===== config.mk =====
export PLATFORM = sky130hd
export DESIGN_NAME = atm_frame_writer
export DESIGN_NICKNAME = d
export VERILOG_FILES = /design/src/rtl/atm_frame_writer.sv
export SDC_FILE = /design/constraint.sdc
export NUM_CORES = 1
export LEC_CHECK = 0
export CORE_AREA = 2 2 171 173
export DETAILED_ROUTE_END_ITERATION = 10
export DIE_AREA = 0 0 173 175
export GPL_ROUTABILITY_DRIVEN = 0
export PLACE_DENSITY = 0.73
export RECOVER_POWER = 100
export SLEW_MARGIN = 20
export SYNTH_ARGS = -nofsm -noshare
export SYNTH_HDL_FRONTEND = slang
export SYNTH_SLANG_ARGS = --single-unit

===== constraint.sdc =====
create_clock -name SAMPLE_CLK -period 3.2 [get_ports SAMPLE_CLK]
set_input_delay 0.48 -clock SAMPLE_CLK [delete_from_list [all_inputs] [get_ports SAMPLE_CLK]]
set_output_delay 0.48 -clock SAMPLE_CLK [all_outputs]
set_load 0.01 [all_outputs]

===== src/rtl/atm_frame_writer.sv =====
// Frame-atomic FWFT FIFO for tagged ADC results on SAMPLE_CLK; readers only ever see whole frames.
// Optional even-parity bit on each stored word when ATMFW_PARITY_EN is defined.
module atm_frame_writer #(
    parameter int DATA_W = 16,
    parameter int DEPTH  = 16,
    parameter int ADDR_W = 4
) (
    input  logic              SAMPLE_CLK,
    input  logic              NRST_sync,
    input  logic              ENSAMP_sync,
    input  logic              ADC_DONE,
    input  logic [DATA_W-1:0] ADC_DATA,
    input  logic [7:0]        ATMCHSEL_DATA,
    input  logic              LASTWORD,
    input  logic              RD_EN,
`ifdef ATMFW_PARITY_EN
    output logic [DATA_W+4:0] RD_DATA,
`else
    output logic [DATA_W+3:0] RD_DATA,
`endif
    output logic              RD_VALID,
    output logic [ADDR_W:0]   FIFO_LEVEL,
    output logic [7:0]        FRAME_CNT,
    output logic              OVERFLOW,
    output logic              CHERR
);

`ifdef ATMFW_PARITY_EN
    localparam int WORD_W = DATA_W + 5;
`else
    localparam int WORD_W = DATA_W + 4;
`endif

    typedef logic [ADDR_W:0] ptr_t;
    typedef enum logic [1:0] {IDLE, RUN, DISCARD} state_t;

    state_t            state, state_nxt;
    ptr_t              wr_ptr, cm_ptr, rd_ptr;
    logic [WORD_W-1:0] mem [DEPTH];
    logic [WORD_W-1:0] wr_word;
    logic [2:0]        ch;
    logic              chsel_ok, full, pop;
    logic              do_write, do_commit, do_rewind, set_ovf, set_cherr;

    always_comb begin
        ch = '0;
        for (int i = 0; i < 8; i++)
            if (ATMCHSEL_DATA[i]) ch = 3'(i);
    end

    assign chsel_ok = (ATMCHSEL_DATA != 8'd0) &&
                      ((ATMCHSEL_DATA & (ATMCHSEL_DATA - 8'd1)) == 8'd0);

`ifdef ATMFW_PARITY_EN
    assign wr_word = {^{LASTWORD, ch, ADC_DATA}, LASTWORD, ch, ADC_DATA};
`else
    assign wr_word = {LASTWORD, ch, ADC_DATA};
`endif

    // Space is judged against the registered read pointer, so a same-cycle pop does not rescue a push.
    assign full       = (ptr_t'(wr_ptr - rd_ptr) == ptr_t'(DEPTH));
    assign RD_VALID   = (cm_ptr != rd_ptr);
    assign FIFO_LEVEL = cm_ptr - rd_ptr;
    assign pop        = RD_EN && RD_VALID;
    assign RD_DATA    = RD_VALID ? mem[rd_ptr[ADDR_W-1:0]] : '0;

    always_comb begin
        state_nxt = state;
        do_write  = 1'b0;
        do_commit = 1'b0;
        do_rewind = 1'b0;
        set_ovf   = 1'b0;
        set_cherr = 1'b0;
        case (state)
            IDLE: begin
                do_rewind = 1'b1;
                state_nxt = RUN;
            end
            RUN: begin
                if (ADC_DONE) begin
                    if (!chsel_ok || full) begin
                        set_cherr = !chsel_ok;
                        set_ovf   = full;
                        do_rewind = 1'b1;
                        state_nxt = LASTWORD ? RUN : DISCARD;
                    end else begin
                        do_write  = 1'b1;
                        do_commit = LASTWORD;
                    end
                end
            end
            DISCARD: begin
                if (ADC_DONE && LASTWORD) state_nxt = RUN;
            end
            default: state_nxt = IDLE;
        endcase
        // Leaving sampling wins over everything, including a DONE in the same cycle.
        if (!ENSAMP_sync) begin
            state_nxt = IDLE;
            do_write  = 1'b0;
            do_commit = 1'b0;
            set_ovf   = 1'b0;
            set_cherr = 1'b0;
            do_rewind = (state == IDLE);
        end
    end

    always_ff @(posedge SAMPLE_CLK or negedge NRST_sync) begin
        if (!NRST_sync) state <= IDLE;
        else            state <= state_nxt;
    end

    always_ff @(posedge SAMPLE_CLK or negedge NRST_sync) begin
        if (!NRST_sync) begin
            wr_ptr    <= '0;
            cm_ptr    <= '0;
            rd_ptr    <= '0;
            FRAME_CNT <= '0;
            OVERFLOW  <= 1'b0;
            CHERR     <= 1'b0;
        end else begin
            if (do_write)       wr_ptr <= wr_ptr + ptr_t'(1);
            else if (do_rewind) wr_ptr <= cm_ptr;
            if (do_commit) begin
                cm_ptr    <= wr_ptr + ptr_t'(1);
                FRAME_CNT <= FRAME_CNT + 8'd1;
            end
            if (pop)       rd_ptr   <= rd_ptr + ptr_t'(1);
            if (set_ovf)   OVERFLOW <= 1'b1;
            if (set_cherr) CHERR    <= 1'b1;
        end
    end

    always_ff @(posedge SAMPLE_CLK) begin
        if (do_write) mem[wr_ptr[ADDR_W-1:0]] <= wr_word;
    end

endmodule


* Word-level counts from Yosys, hierarchy flattened
Memory sizes are Yosys's and may differ from the RTL's.
Cells that the tools add are included.
** Word-level totals
- Register bits after elaboration :: 27
- Bits in writable memories :: 320
- Input bits :: 30
- Output and inout port bits :: 36
- Word-level logic and storage cells :: 70
- Memories :: 1
** Operators by class
- $add $sub $neg :: 6
- Equal/unequal tests :: 7
- Mux-type cells :: 38
- Bitwise operators :: 1
- Reduce and logical (&&, ||, !) cells :: 10
** Memories
- mem :: depth 16, bits a word 20, read ports 1, clocked after Yosys merged registers in 0, write ports 1, line 39 : logic [WORD_W-1:0] mem [DEPTH];
** Operators by type and width (count)
- 2-to-1 mux 1 bit :: 22
- 2-to-1 mux 20 bit :: 1
- 2-to-1 mux 2 bit :: 7
- 2-to-1 mux 3 bit :: 4
- adder 5 x 1 -> 5 bit, second input constant :: 2
- 2-to-1 mux 5 bit :: 2
- subtractor 5 bit :: 2
- != test 3 bit, second input constant :: 3
- adder 8 x 1 -> 8 bit, second input constant :: 1
- bitwise AND 8 bit :: 1
- logical NOT 8 bit :: 1
- nonzero test 8 bit :: 1
- subtractor 8 x 1 -> 8 bit, second input constant :: 1
- case mux 2 bit (3 select lines) :: 1
- equality test 5 bit, second input constant :: 1
- != test 5 bit :: 1
- logical AND 1 bit :: 3
- AND reduction 3 bit :: 1
- equality test 2 x 1 -> 1 bit, second input constant :: 1
- equality test 2 bit, second input constant :: 1
- logical NOT 2 bit :: 1
- case mux 1 bit (2 select lines) :: 1
- nonzero test 2 bit :: 1
- logical NOT 1 bit :: 1
- logical OR 1 bit :: 1

* Longest topological paths before layout
- Word-level depth :: 12
- Gate-level depth with buffers :: 11
- Gate-level depth less buffers :: 8

* Worst setup path before layout
No wires, ideal clock.
- Kind :: reg-to-reg
- From :: register rd_ptr[2]
- To :: memory mem[11][0] (netlist name) (enable)
- Library setup time :: 378 ps
- Arrival time :: 2887 ps
- Required time :: 2822 ps
- Slack :: -65 ps
- Stages on the path, launching flop included :: 10
- Path buffers :: 2
- Clock period less this slack :: 3265 ps
- Cells stage by stage :: dfrtp_1 clkinv_1 buf_1 ha_1 a21oi_1 a211o_1 a311oi_4 a211oi_4 buf_2 and3_1
** On the way
- Longest elaborated chain between the ends :: 9
** RTL lines
- start, declared :: line 38 : ptr_t wr_ptr, cm_ptr, rd_ptr;
- start signal, assigned :: line 128 : if (pop) rd_ptr <= rd_ptr + ptr_t'(1);
- subtractor 5 bit :: line 61 : assign full = (ptr_t'(wr_ptr - rd_ptr) == ptr_t'(DEPTH));
- equality test 5 bit :: line 61
- logical OR 1 bit :: line 81 : if (!chsel_ok || full) begin
- 2-to-1 mux 1 bit :: line 81
- 2-to-1 mux 1 bit :: line 80 : if (ADC_DONE) begin
- 2-to-1 mux 1 bit :: line 74 : case (state)
- 2-to-1 mux 1 bit :: line 98 : if (!ENSAMP_sync) begin
- 2-to-1 mux 1 bit :: line 135 : if (do_write) mem[wr_ptr[ADDR_W-1:0]] <= wr_word;
- 2-to-1 mux 1 bit (implied by the code) :: line 135
- end, declared :: line 39
Every way passes these cells.

* Worst setup path in the final report
- From :: register rd_ptr[0]
- To :: output RD_DATA[16]
** On the way
- Longest elaborated chain between the ends :: 2
- Elaborated cells between the ends (all ways) :: 3
- Classes of those cells :: eq/ne (1); mux (1); memory (1)
** RTL lines
- memory read (16 x 20 bit) or != test 5 bit (tied branches)
- 2-to-1 mux 20 bit * :: line 65 : assign RD_DATA = RD_VALID ? mem[rd_ptr[ADDR_W-1:0]] : '0;
- end, declared :: line 19 : output logic [DATA_W+3:0] RD_DATA,
Mark *: on every way between the ends. The rest lies on a longest branch, timed or not.

==> summary.txt <==
Synthesis
  – EDFF count, synth: 320
  – Yosys cell types: 48
  – Post-synth top area share: 68.3%
  – Synth async-reset ratio: 7.78%
  – Register area share after synthesis: 73.1%
  – Mean Syn Cell Area: 20.9 um^2
  – Most used DFF post-synth: edfxtp_1
  – Synth Instances: 672
  – Yosys warning total: 0
  – Cell taking the most area after synthesis: edfxtp_1
  – Cell area after synthesis: 14,100 um^2
  – Synth Net Count: 717
  – Synth top area cells: edfxtp_1 (68%), mux4_2 (16%), dfrtp_1 (4.8%)
  – FF+latch count, synth: 347

Worst setup path
  – CP arrival: 2790 ps
  – Worst-path cell chain: buf_12 > buf_16 > buf_12 > mux4_2 > mux4_2 > nor2b_1 > clkdlybuf4s15_2
  – Levels on crit path: 7
  – Slowest stage cell, crit path: mux4_2
  – Critical path class: flip-flop to primary output
  – CP Capture Type: primary output
  – Worst Reg-to-Reg Cells: 9
  – Critical Path RT: 2720 ps
  – Critical Path Fanout Max: 7
  – Startpoint types: flip-flop
  – Buf/Inv on CP: 4
  – CP peak stage delay: 510 ps
  – Crit path max-delay family: multiplexers

Timing
  – Final hold vios: 0
  – Worst relative slew slack: 13.7%
  – Worst Tran Pin Value: 1300 ps
  – Hold slack: 457 ps
  – Worst setup margin: -67.9 ps
  – Final worst-path cycle share: 102%
  – Final setup fails: 5
  – Fmax: 306 MHz
  – Slew Viols, Final: 0
  – Clock Skews: 21.6 ps
  – RSZ-0062 raised after global routing: yes
  – Final worst path period need: 3270 ps

GRT
  – Wire length of the first global-routing pass: 46,200 um
  – Number of global-route vias before repair: 7,557
  – Global router's overall resource usage: 20.5%
  – Initial antenna violation count: 1
  – Grt ovf: 0
  – Largest net degree at the start of global routing: 25

CTS
  – Clk_lat worst skew: 530 ps
  – Clock H-tree levels: 2
  – CTS tree: yes
  – Clk buf depth: 3
  – CTS Buf Count: 35
  – Clock root buffer master: clkbuf_16
  – Clock Sinks: 347
  – Clk pin slew, worst setup/hold paths: 60 ps

Min path
  – Hold Path Class: flip-flop to flip-flop
  – WHS Path Cells: 1

Detailed routing
  – Wire length on met2: 16,600 um
  – DRT iter0 DRCs: 586
  – Metal3 WL: 1850 um
  – Post-DRT Antenna Nets: 0
  – Vias per cell: 5.82
  – Via count: 7,088
  – DR WL/cell: 25.9 um
  – DRC errors left: 0
  – DRT Wirelength: 31,500 um
  – Drt pass-1 iters: 6
  – Met1 WL: 12,200 um
  – Top sig layer: met4

Floorplanning
  – Width of the die: 173 um
  – Die H: 175 um
  – Row count: 62
  – Effective utilization at floorplan: 49.5%
  – DIE AREA: 30,300 um^2
  – CORE AREA: 28,400 um^2
  – I/O pin count: 66

Run status
  – Violated checks: setup timing
  – Status: finished with violations

Cells and area
  – Share of cells above drive strength 1: 30.2%
  – Net count, final: 851
  – Fillers: 1,972
  – Synthesis-to-layout area growth: 21.4%
  – Final Core Density: 60.1%
  – Post-Layout Cell Count: 1,217
  – Commonest non-fill, non-tap cell in the layout: edfxtp_1
  – Design Area, Final: 17,100 um^2
  – Most frequent cells in the layout: edfxtp_1 (320), mux4_2 (100), clkbuf_16 (39), dlygate4sd3_1 (30), dfrtp_1 (25)

Placed design
  – Inst Count DP: 1,124
  – Final HPWL DP: 16,400 um
  – Port Buffers: 65
  – Cell Area, Placed: 15,600 um^2

Power and ir drop
  – Leakage: 5.87 nW
  – Max VDD drop: 0.000384 V
  – Cell Pwr Density: 799 nW/um^2

Flow run
  – Max-Cap Viols: 0
what timing repair did:
action | 4_1_cts | 5_1_grt
gates cloned | 2 | 4
hold endpoints to repair | 0 | 21
gates resized for setup | 26 | 49
hold buffers | 0 | 1
buffers inserted | 10 | 13
setup endpoints to repair | 22 | 21
pin swaps | 0 | 1
power by group:
| group | internal (mW) | switching (mW) |
|---|---|---|
| clock | 2.28 | 1.66 |
| sequential | 5.02 | 0.105 |
| combinational | 2.60 | 1.97 |
worst register-to-register path, delay by kind of cell, from the launching register on:
kind                     cells  cell delay (ps)
AO/OA/AOI/OAI                2              670
adder cells (fa/ha/maj)      1              200
buffers and inverters        3              600
flip-flops                   1              500
AND/OR/NAND/NOR              3              710
cells by family after synthesis:
family	after synthesis	synth area share (%)
flip-flops	347	73.1
multiplexers	110	16.8
AND/OR/NAND/NOR	100	4.18
buffers and inverters	46	1.41
AO/OA/AOI/OAI	32	1.73
XOR/XNOR	21	1.31
adder cells (fa/ha/maj)	16	1.47
state kept, by name, indices dropped and copies added (netlist names):
name and flops:
OVERFLOW 1, CHERR 1, FRAME_CNT 8, rd_ptr 5, wr_ptr 5, state 2
mem 320, cm_ptr 5
through the flow:
step / total power [mW] / setup WS, ps / TNS (ps)
after global placement: 9.29 / 135 / 0
after detailed placement: 9.37 / 61.9 / 0
final: 13.6 / -67.9 / -262
after global routing: 14.1 / -134 / -574
after floorplan: 7.78 / 148 / 0
after CTS: 13.4 / -242 / -2470
routing by layer:
| layer | vias to the layer above | track usage [%] |
|---|---|---|
| met3 | 57 | 3.33 |
| met4 | 0 | 6.60 |
| li1 | 3040 | - |
| met2 | 274 | 35.9 |
| met5 | - | 0 |
| met1 | 3717 | 26.5 |
worst paths after layout:
kind / from / to / slack (ps)
setup / recovery: rd_ptr[0] / RD_DATA[16] / -70
hold reg to reg: CHERR / CHERR / 460
hold / removal: CHERR / CHERR / 460
max in group asynchronous: NRST_sync / rd_ptr[0] / 1500
min in group asynchronous: NRST_sync / FRAME_CNT[3] / 770
setup reg to reg: rd_ptr[0] / mem[2][13] / 220
synth_stat cells (4+ instances only):
cell,instances
nand3_1,6
dfrtp_1,27
clkbuf_1,15
and2_1,4
nand4_1,8
nor2b_1,25
edfxtp_1,320
xnor2_1,17
buf_2,12
a21o_1,5
nand2_1,14
o21ai_1,4
mux2_1,5
nor2_1,11
xor2_1,4
ha_1,14
mux2i_1,4
and3_1,19
mux4_2,100
inv_1,14
a21oi_1,9
area by class of cell:
| cell class | instances | area (um^2) | share of cell area (%) |
|---|---|---|---|
| well taps | 384 | 480 | 2.81 |
| clock buffers | 45 | 913 | 5.35 |
| inverters | 15 | 56.3 | 0.330 |
| repair buffers | 128 | 1540 | 9.03 |
| flip-flops and latches | 347 | 10300 | 60.3 |
| multi-input cells | 279 | 3610 | 21.1 |
| clock inverters | 18 | 178 | 1.04 |
| diodes | 1 | 2.50 | 0.0147 |
(Power assumes the default switching activity.)
